--- src/rtl/cpu_mon_pkg.sv ---
// cpu_mon_pkg: shared state encoding, halt encodings and halt decode helper
package cpu_mon_pkg;
  typedef enum logic [2:0] {RUN, DRAIN, READ, WAIT, PRESENT, DONE} state_t;
  localparam logic [15:0] HALT_OP0_DEF = 16'hE000;
  localparam logic [15:0] HALT_OP1_DEF = 16'hE7FF;
  function automatic logic is_halt(input logic [15:0] instr, input logic [15:0] op0, input logic [15:0] op1);
    return instr == op0 || instr == op1;
  endfunction
endpackage

--- src/rtl/cpu_mon_dump_seq.sv ---
// cpu_mon_dump_seq: read/wait/present sequencer streaming a memory window
import cpu_mon_pkg::*;
module cpu_mon_dump_seq #(
  parameter int ADDR_W = 16,
  parameter int DATA_W = 16,
  parameter int DUMP_BASE = 0,
  parameter int DUMP_COUNT = 1,
  parameter int SKIP_ZERO = 0
) (
  input  logic              clk,
  input  logic              reset,
  input  logic              start,
  output logic              mem_rd_en,
  output logic [ADDR_W-1:0] mem_addr,
  input  logic [DATA_W-1:0] mem_rd_data,
  output logic              dump_valid,
  input  logic              dump_ready,
  output logic [ADDR_W-1:0] dump_addr,
  output logic [DATA_W-1:0] dump_data,
  output logic              fin
);
  localparam int IDX_W = $clog2(DUMP_COUNT) + 1;
  state_t st;
  logic [IDX_W-1:0] idx;
  logic [ADDR_W-1:0] addr;
  logic last, skip;
  assign last = idx == IDX_W'(DUMP_COUNT - 1);
  assign addr = ADDR_W'(DUMP_BASE) + ADDR_W'(idx);
  assign skip = SKIP_ZERO != 0 && mem_rd_data == '0;
  assign mem_rd_en = st == READ;
  assign mem_addr = mem_rd_en ? addr : '0;
  assign dump_valid = st == PRESENT;
  assign fin = (st == WAIT && skip && last) || (st == PRESENT && dump_ready && last);
  always_ff @(posedge clk) begin
    if (!reset) begin
      st <= RUN;
      idx <= '0;
      dump_addr <= '0;
      dump_data <= '0;
    end else begin
      case (st)
        RUN: if (start) begin
          st <= READ;
          idx <= '0;
        end
        READ: st <= WAIT;
        WAIT: begin
          dump_addr <= addr;
          dump_data <= mem_rd_data;
          st <= !skip ? PRESENT : last ? RUN : READ;
          if (skip && !last) idx <= idx + 1'b1;
        end
        PRESENT: if (dump_ready) begin
          st <= last ? RUN : READ;
          if (!last) idx <= idx + 1'b1;
        end
        default: st <= RUN;
      endcase
    end
  end
endmodule

--- src/rtl/cpu_run_monitor.sv ---
// cpu_run_monitor: halt detect, watchdog and pipeline drain ahead of a data-memory dump
import cpu_mon_pkg::*;
module cpu_run_monitor #(
  parameter int INSTR_W = 16,
  parameter int ADDR_W = 16,
  parameter int DATA_W = 16,
  parameter logic [INSTR_W-1:0] HALT_OP0 = HALT_OP0_DEF,
  parameter logic [INSTR_W-1:0] HALT_OP1 = HALT_OP1_DEF,
  parameter int DRAIN_CYCLES = 10,
  parameter int DUMP_BASE = 0,
  parameter int DUMP_COUNT = 1,
  parameter int SKIP_ZERO = 0,
  parameter int TIMEOUT_CYCLES = 0,
  parameter int CNT_W = 32
) (
  input  logic               clk,
  input  logic               reset,
  input  logic [INSTR_W-1:0] instr,
  input  logic               instr_valid,
  output logic               cpu_hold,
  output logic               mem_rd_en,
  output logic [ADDR_W-1:0]  mem_addr,
  input  logic [DATA_W-1:0]  mem_rd_data,
  output logic               dump_valid,
  input  logic               dump_ready,
  output logic [ADDR_W-1:0]  dump_addr,
  output logic [DATA_W-1:0]  dump_data,
  output logic               done,
  output logic               timed_out,
  output logic [CNT_W-1:0]   cycle_count
);
  localparam int DC_W = $clog2(DRAIN_CYCLES + 2);
  state_t state;
  logic [DC_W-1:0] drain_cnt;
  logic halt, tmo, start, fin;
  assign halt = instr_valid && is_halt(instr, HALT_OP0, HALT_OP1);
  assign tmo = TIMEOUT_CYCLES != 0 && cycle_count == CNT_W'(TIMEOUT_CYCLES - 1);
  // DRAIN lasts exactly DRAIN_CYCLES cycles, so leave it as the counter reaches 1
  assign start = (state == RUN && (halt || tmo) && DRAIN_CYCLES == 0) || (state == DRAIN && drain_cnt == DC_W'(1));
  assign cpu_hold = state == READ || state == DONE;
  assign done = state == DONE;
  always_ff @(posedge clk) begin
    if (!reset) begin
      state <= RUN;
      drain_cnt <= '0;
      timed_out <= 1'b0;
      cycle_count <= '0;
    end else begin
      case (state)
        RUN: begin
          if (cycle_count != '1) cycle_count <= cycle_count + 1'b1;
          if (halt || tmo) begin
            state <= DRAIN_CYCLES == 0 ? READ : DRAIN;
            drain_cnt <= DC_W'(DRAIN_CYCLES);
            timed_out <= !halt;
          end
        end
        DRAIN: begin
          drain_cnt <= drain_cnt - 1'b1;
          if (drain_cnt == DC_W'(1)) state <= READ;
        end
        READ: if (fin) state <= DONE;
        default: ;
      endcase
    end
  end
  cpu_mon_dump_seq #(
    .ADDR_W(ADDR_W), .DATA_W(DATA_W), .DUMP_BASE(DUMP_BASE),
    .DUMP_COUNT(DUMP_COUNT), .SKIP_ZERO(SKIP_ZERO)
  ) u_seq (
    .clk(clk), .reset(reset), .start(start),
    .mem_rd_en(mem_rd_en), .mem_addr(mem_addr), .mem_rd_data(mem_rd_data),
    .dump_valid(dump_valid), .dump_ready(dump_ready),
    .dump_addr(dump_addr), .dump_data(dump_data), .fin(fin)
  );
endmodule

--- config.mk ---
export PLATFORM = sky130hd
export DESIGN_NAME = cpu_run_monitor
export DESIGN_NICKNAME = d
export VERILOG_FILES = /design/src/rtl/cpu_mon_pkg.sv /design/src/rtl/cpu_mon_dump_seq.sv /design/src/rtl/cpu_run_monitor.sv
export SDC_FILE = /design/constraint.sdc
export NUM_CORES = 1
export LEC_CHECK = 0
export BUFFER_PORTS_ARGS = -buffer_cell sky130_fd_sc_hd__buf_2
export CAP_MARGIN = 40
export CORE_UTILIZATION = 49
export DETAILED_ROUTE_END_ITERATION = 8
export GPL_TIMING_DRIVEN = 0
export MAX_ROUTING_LAYER = met4
export PLACE_DENSITY_LB_ADDON = 0.1
export REMOVE_ABC_BUFFERS = 1
export SLEW_MARGIN = 20
export SYNTH_ARGS = -nofsm -noshare
export SYNTH_HDL_FRONTEND = slang
export SYNTH_HIERARCHICAL = 1
export SYNTH_SLANG_ARGS = --single-unit
export TNS_END_PERCENT = 1
--- constraint.sdc ---
create_clock -name clk -period 2.9 [get_ports clk]
set_clock_uncertainty 0.2 [all_clocks]
set_input_delay 0.435 -clock clk [delete_from_list [all_inputs] [get_ports clk]]
set_output_delay 0.435 -clock clk [all_outputs]
set_load 0.005 [all_outputs]
==> out/metrics.yaml, run 1 <==
area_growth_pct: 17.28
critPathArrivalTime_ns: 2.39
yosys_warnings: 6
post-route-period-util_pct: 81.74
wl_met3_um: 347
antenna_found_initial: 0
synth-adder-area-share_pct: 1.191
fmax_mhz: 421.8
overflow: 0
dr.first_iter.drc_count: 114
tritoncts: "done"
status: "finished clean"
p_leak_uw: 0.001544
min-delay-start: "mem_rd_data[12]"
grt_pass1_vias: 2462
routed.top_layer: "met4"
grt_pass1_wl_um: 10760
async_flop_share_pct: 0
final_util_pct: 60.96
yosysSeqAreaShare_pct: 37.49
final_nets: 490
dp_hpwl_um: 4718
n_antenna_cell: 0
routedWlPerCell_um: 12.79
htree_num_levels: 3
drv_slew: 0
synthXorXnorAreaFrac_pct: 3.058
crit_path_end_kind: "flop"
postCtsSetupBuffers: 0
numCtsBuffers: 9
synth_top_family_by_area: "simple AND/OR/NAND/NOR gates"
initial_utilization_pct: 51.98
power_uw: 1630
dieArea_sq_mm: 0.006754
grt_max_degree: 50
first_pass_iters: 5
rr_startpoint: "cycle_count[10]"
io_buffer_count: 88
drv_cap: 0
coreArea_sq_mm: 0.006061
fin_tns_setup_ns: 0
hp-class: "in2reg"
dieHeight_um: 82.19
synth_edf_count: 0
ys_ff_latch: 59
relSlewSlack_pct: 45.58
rsz0062_at_grt: "no"
wl_met2_um: 3144
synth_compound_area_share_pct: 11.68
fp.dieW_um: 82.19
postCtsHoldBufs: 0
gp_congestion: 0.7583
synth_flop_cell: "dfxtp_1"
avgSynthCellArea_sq_um: 8.608
critPathRequiredTime_ns: 2.92
netlist_area_sq_mm: 0.003151
routed_via_density: 5.326
cts_resized: 0
grt_usage_pct: 21.46
holdWs_ns: 0.1366
powerDensity_mw_per_mm2: 441.3
min_period_ns: 2.371
cts.clk_slew.worst_paths_ns: 0.07
tightest_slew_ns: 0.8163
synth_cell_type_count: 49
synthSimpleGateAreaFrac_pct: 28.16
pin_count: 121
clock-root-buffer: "clkbuf_8"
vias: 2828
peakVddDrop_uv: 340.7
drc_errors: 0
num_rows: 28
netlist_instances: 366
layout-drive-gt1-share_pct: 25.88
clockBufferDepth: 2
synth_mux_area_share_pct: 6.354
worst-setup-path-type: "reg2reg"
wl_um: 6794
postRouteAntennaNets: 0
clock-sinks: 59
drt-met1-wl_um: 3223
clk_latency_ns: 0.34
hold_viol_final: 0
setup.worst_path.start: "cycle_count[10]"
crit_fanout: 14
finalSetupViolations: 0
crit_path_start_kind: "flop"
[Yosys cell counts, types with 7 or more instances]
master / number / area share [%]
or4_1: 12 / 2.9
buf_4: 33 / 7.9
dfxtp_1: 59 / 37
clkbuf_1: 7 / 0.83
nor2_1: 20 / 2.4
a21oi_1: 20 / 3.2
nand3_1: 10 / 1.6
nand2_1: 56 / 6.7
xnor2_1: 10 / 2.8
nor3_1: 8 / 1.3
inv_1: 9 / 1.1
nand4_1: 8 / 1.6
mux2i_1: 20 / 6.4
nor4_1: 7 / 1.4
o31ai_1: 11 / 2.6
[state kept, by name, indices dropped and copies added (netlist names)]
signal           count
u_seq/dump_data     16
cycle_count         32
u_seq/st             3
timed_out            1
drain_cnt            4
state                3
[critical path, cell delays in order, from the launching register on]
cell	delay (ns)
dfxtp_1	0.47
nand3_2	0.16
nor4_4	0.59
and3_1	0.56
nor4_1	0.13
mux2i_1	0.14
[per-layer routing]
layer / up-vias / GRT usage (%)
met1: 1305 / 25.57
met2: 87 / 33.39
met4: 0 / 9.825
li1: 1427 / -
met5: - / -
met3: 9 / 6.154
[path summary, 6_finish.rpt]
path                         endpoint  slack [ns]  cells after the start
hold reg to reg   u_seq/dump_data[12]        0.25                      2
setup / recovery      cycle_count[23]        0.53                      5
setup reg to reg      cycle_count[23]        0.53                      5
hold / removal    u_seq/dump_data[12]        0.14                      3
[final cells by class]
class	count	area, sq um
Timing Repair Buffer	90	483.0
Fill cell	578	2366
Inverter	9	33.78
Clock inverter	5	52.55
Multi-Input combinational cell	282	1709
Clock buffer	11	141.4
Sequential cell	59	1181
Tap cell	75	93.84
[cells by family after synthesis]
kind of cell               Yosys count
AOI/OAI and AO/OA                   55
xor gates and xnor gates            11
adders and majority gates            3
buffers and inverters               56
DFF                                 59
muxes                               20
other                                1
and+or+nand+nor                    161
[cells in the final DEF, fill, tap and decap left out, drive strengths merged, types with 4 or more instances in the layout]
cell type	Yosys	layout
nand4	11	11
or3	5	5
buf	40	90
nand2b	6	6
inv	9	9
a21oi	20	20
a2111oi	4	4
nor2	20	20
nand3	13	13
dfxtp	59	59
nor4	9	9
mux2i	20	20
nor3	9	9
clkbuf	7	11
o21ai	7	7
conb	1	32
nand2	56	56
or4	12	12
xnor2	10	10
and3	6	6
and4	4	4
o31ai	11	11
[per-stage QoR]
step | setup WS [ns] | instance area [sq um] | cells
after floorplan | 0.6965 | 2924 | 350
after global placement | 0.3862 | 3458 | 513
after detailed placement | 0.5546 | 3501 | 515
after CTS | 0.5287 | 3695 | 531
after global routing | 0.3768 | 3695 | 531
final | 0.5295 | 3695 | 531
[power by group]
| group | total (uW) | internal, uW | switching, uW |
|---|---|---|---|
| combinational | 76.5 | 31.4 | 45.1 |
| clock | 734 | 416 | 319 |
| sequential | 819 | 814 | 5.62 |
| total | 1630 | 1260 | 370 |
No activity file was read; power rests on OpenSTA's default activity.
==> run 2: changes to the inputs <==
Clock period 2.9 ns to 2.2 ns, I/O delays scaled along.
==> run 2 against run 1 <==
Net effect: critical path depth increased by 1; critical path type unchanged; clock power increased by 32%; largest cell class unchanged; combinational power increased by 35%; critical endpoint is now cycle_count[27]; largest power group unchanged; flip-flop and latch count unchanged; cell count increased by 1.1%; routed wire length increased by 6.7%; setup slack got worse by 0.48 ns; hold slack got worse by 0.11 ns.
==> out/metrics.yaml, run 2 (synthesis results as in run 1) <==
fin_cells: 537  # +1.1%
critPathRequiredTime_ns: 2.27  # -0.65 ns
relSlewSlack_pct: 45.66  # +0.077 points
worstReg2RegEnd: "cycle_count[27]"
hold_depth: 3  # unchanged
top_regs: "cycle_count (32), u_seq/dump_data (16), drain_cnt (4)"
coreArea_sq_mm: 0.006061  # unchanged
area_growth_pct: 22.60
numCtsBuffers: 9  # unchanged
first_pass_iters: 4  # -1
dieArea_sq_mm: 0.006754  # unchanged
placedCellCount: 515  # unchanged
hp-class: "in2reg"
fp.dieW_um: 82.19  # unchanged
setup.worst_path.start: "cycle_count[0]"
dp_hpwl_um: 4718  # unchanged
n_antenna_cell: 0  # unchanged
post-route-period-util_pct: 97.96  # +16 points
htree_num_levels: 3  # unchanged
clock-sinks: 59  # unchanged
grt_max_degree: 50  # unchanged
finalSetupViolations: 0  # unchanged
antenna_found_initial: 0  # unchanged
peakVddDrop_uv: 451.6  # +33%
top_register: "cycle_count"
place_ws_ns: -0.1454  # -0.7000 ns
tritoncts: "done"
routedWlPerCell_um: 13.50  # +5.5%
overflow: 0  # unchanged
rr_startpoint: "cycle_count[0]"
min-delay-start: "mem_rd_data[12]"
io_buffer_count: 88  # unchanged
num_rows: 28  # unchanged
gp_congestion: 0.7583  # unchanged
postCtsHoldBufs: 0  # unchanged
cts.clk_slew.worst_paths_ns: 0.07  # about the same
postRouteAntennaNets: 0  # unchanged
cp_top_family: "simple AND/OR/NAND/NOR gates"
final_nets: 496  # +1.2%
vias: 2921  # +3.3%
largest_reg_flops: 32  # unchanged
reg2regPathDepth: 6  # +1
min_period_ns: 2.155  # -0.2155 ns
layout_common_cells: "88 x buf_2, 55 x nand2_1, 50 x dfxtp_1"
worstHoldEndpoint: "u_seq/dump_data[12]"
finalWorstSetupSlack_ns: 0.04495  # -0.4845 ns
hold_viol_final: 0  # unchanged
cp_slowest_cell: "or4_1"
rsz0062_at_grt: "yes"
grt_pass1_wl_um: 11300  # +4.9%
dieHeight_um: 82.19  # unchanged
ff2ff_setup_slack_ns: 0.04  # -0.48 ns
pin_count: 121  # unchanged
grt_usage_pct: 22.61  # +1.1 points
dr.first_iter.drc_count: 111  # -2.6%
initial_utilization_pct: 51.98  # unchanged
crit_path_end_kind: "flop"
worstPathCellList: "ha_2 > and4_4 > and3_4 > a31o_4 > or4_1 > a21oi_2"
worst-setup-path-type: "reg2reg"
fmax_mhz: 464.0  # +10%
critPathArrivalTime_ns: 2.22  # -0.17 ns
crit_path_start_kind: "flop"
drv_cap: 0  # unchanged
critical-path-max-stage-delay_ns: 0.52  # -0.07 ns
clk_latency_ns: 0.34  # about the same
drc_errors: 0  # unchanged
layout-drive-gt1-share_pct: 32.03  # +6.2 points
grt_pass1_vias: 2578  # +4.7%
wl_um: 7249  # +6.7%
powerDensity_mw_per_mm2: 558.0  # +26%
clock-root-buffer: "clkbuf_8"
clockBufferDepth: 2  # unchanged
status: "finished clean"
p_leak_uw: 0.001587  # +2.8%
layout_commonest_cell: "buf_2"
routed_via_density: 5.439  # +2.1%
drv_slew: 0  # unchanged
cp.buffers_inverters: 0  # unchanged
tightest_slew_ns: 0.8151  # -0.001156 ns
crit_fanout: 6  # -8
## run 2: cell type report
type	count	area, sq um
clock buffers	11	141.4
clock inverters	5	52.55
fillers	552	2198
inverters	9	33.78
multi-input cells	284	1833
flip-flops and latches	59	1195
well taps	75	93.84
repair buffers	94	513.0
## run 2: worst max-delay path by stage
stage | cells after the start | endpoint | slack (ns)
finish | 6 | cycle_count[27] | 0.04
global route | 6 | cycle_count[5] | -0.01
floorplan | 6 | cycle_count[27] | -0.003
detailed placement | 5 | cycle_count[21] | -0.15
global placement | 4 | drain_cnt[3] | -0.21
CTS | 6 | cycle_count[27] | 0.01
## run 2: repair_timing
item / CTS / global route
pin swaps: 2 / 3
cloned: 2 / 0
setup endpoints to repair: 21 / 26
gates resized for setup: 8 / 26
buffers inserted: 4 / 0
## run 2: metal layers
layer	global-route usage (%)	share of wire, %
met1	26.51	45
met2	35.29	47
met5	-	0
met4	11.05	2.0
met3	6.593	5.5
## run 2: power by group
| group | switching, uW | internal, uW | leakage, uW |
|---|---|---|---|
| Combinational | 60.3 | 42.3 | 0.00101 |
| Sequential | 9.32 | 1070 | 0.000480 |
| Clock | 422 | 548 | 0.0000991 |
| Total | 492 | 1660 | 0.00159 |
## run 2: tightest hold or removal path, stage by stage
cell and delay (ns):
buf_2 0.09, nand2_1 0.04, mux2i_1 0.05
## run 2: through the flow
stage	cell area [sq um]	hold WS, ns	power (uW)	setup TNS, ns	util, %
2_1_floorplan	2924	0.2179	1141	-0.003475	-
3_3_place_gp	3458	0.2358	1195	-1.774	57.06
3_5_place_dp	3501	0.2380	1203	-1.289	57.76
4_1_cts	3766	0.02360	2168	0	62.14
5_1_grt	3862	0.02540	2239	-0.04877	63.73
6_report	3862	0.03105	2155	0	63.73
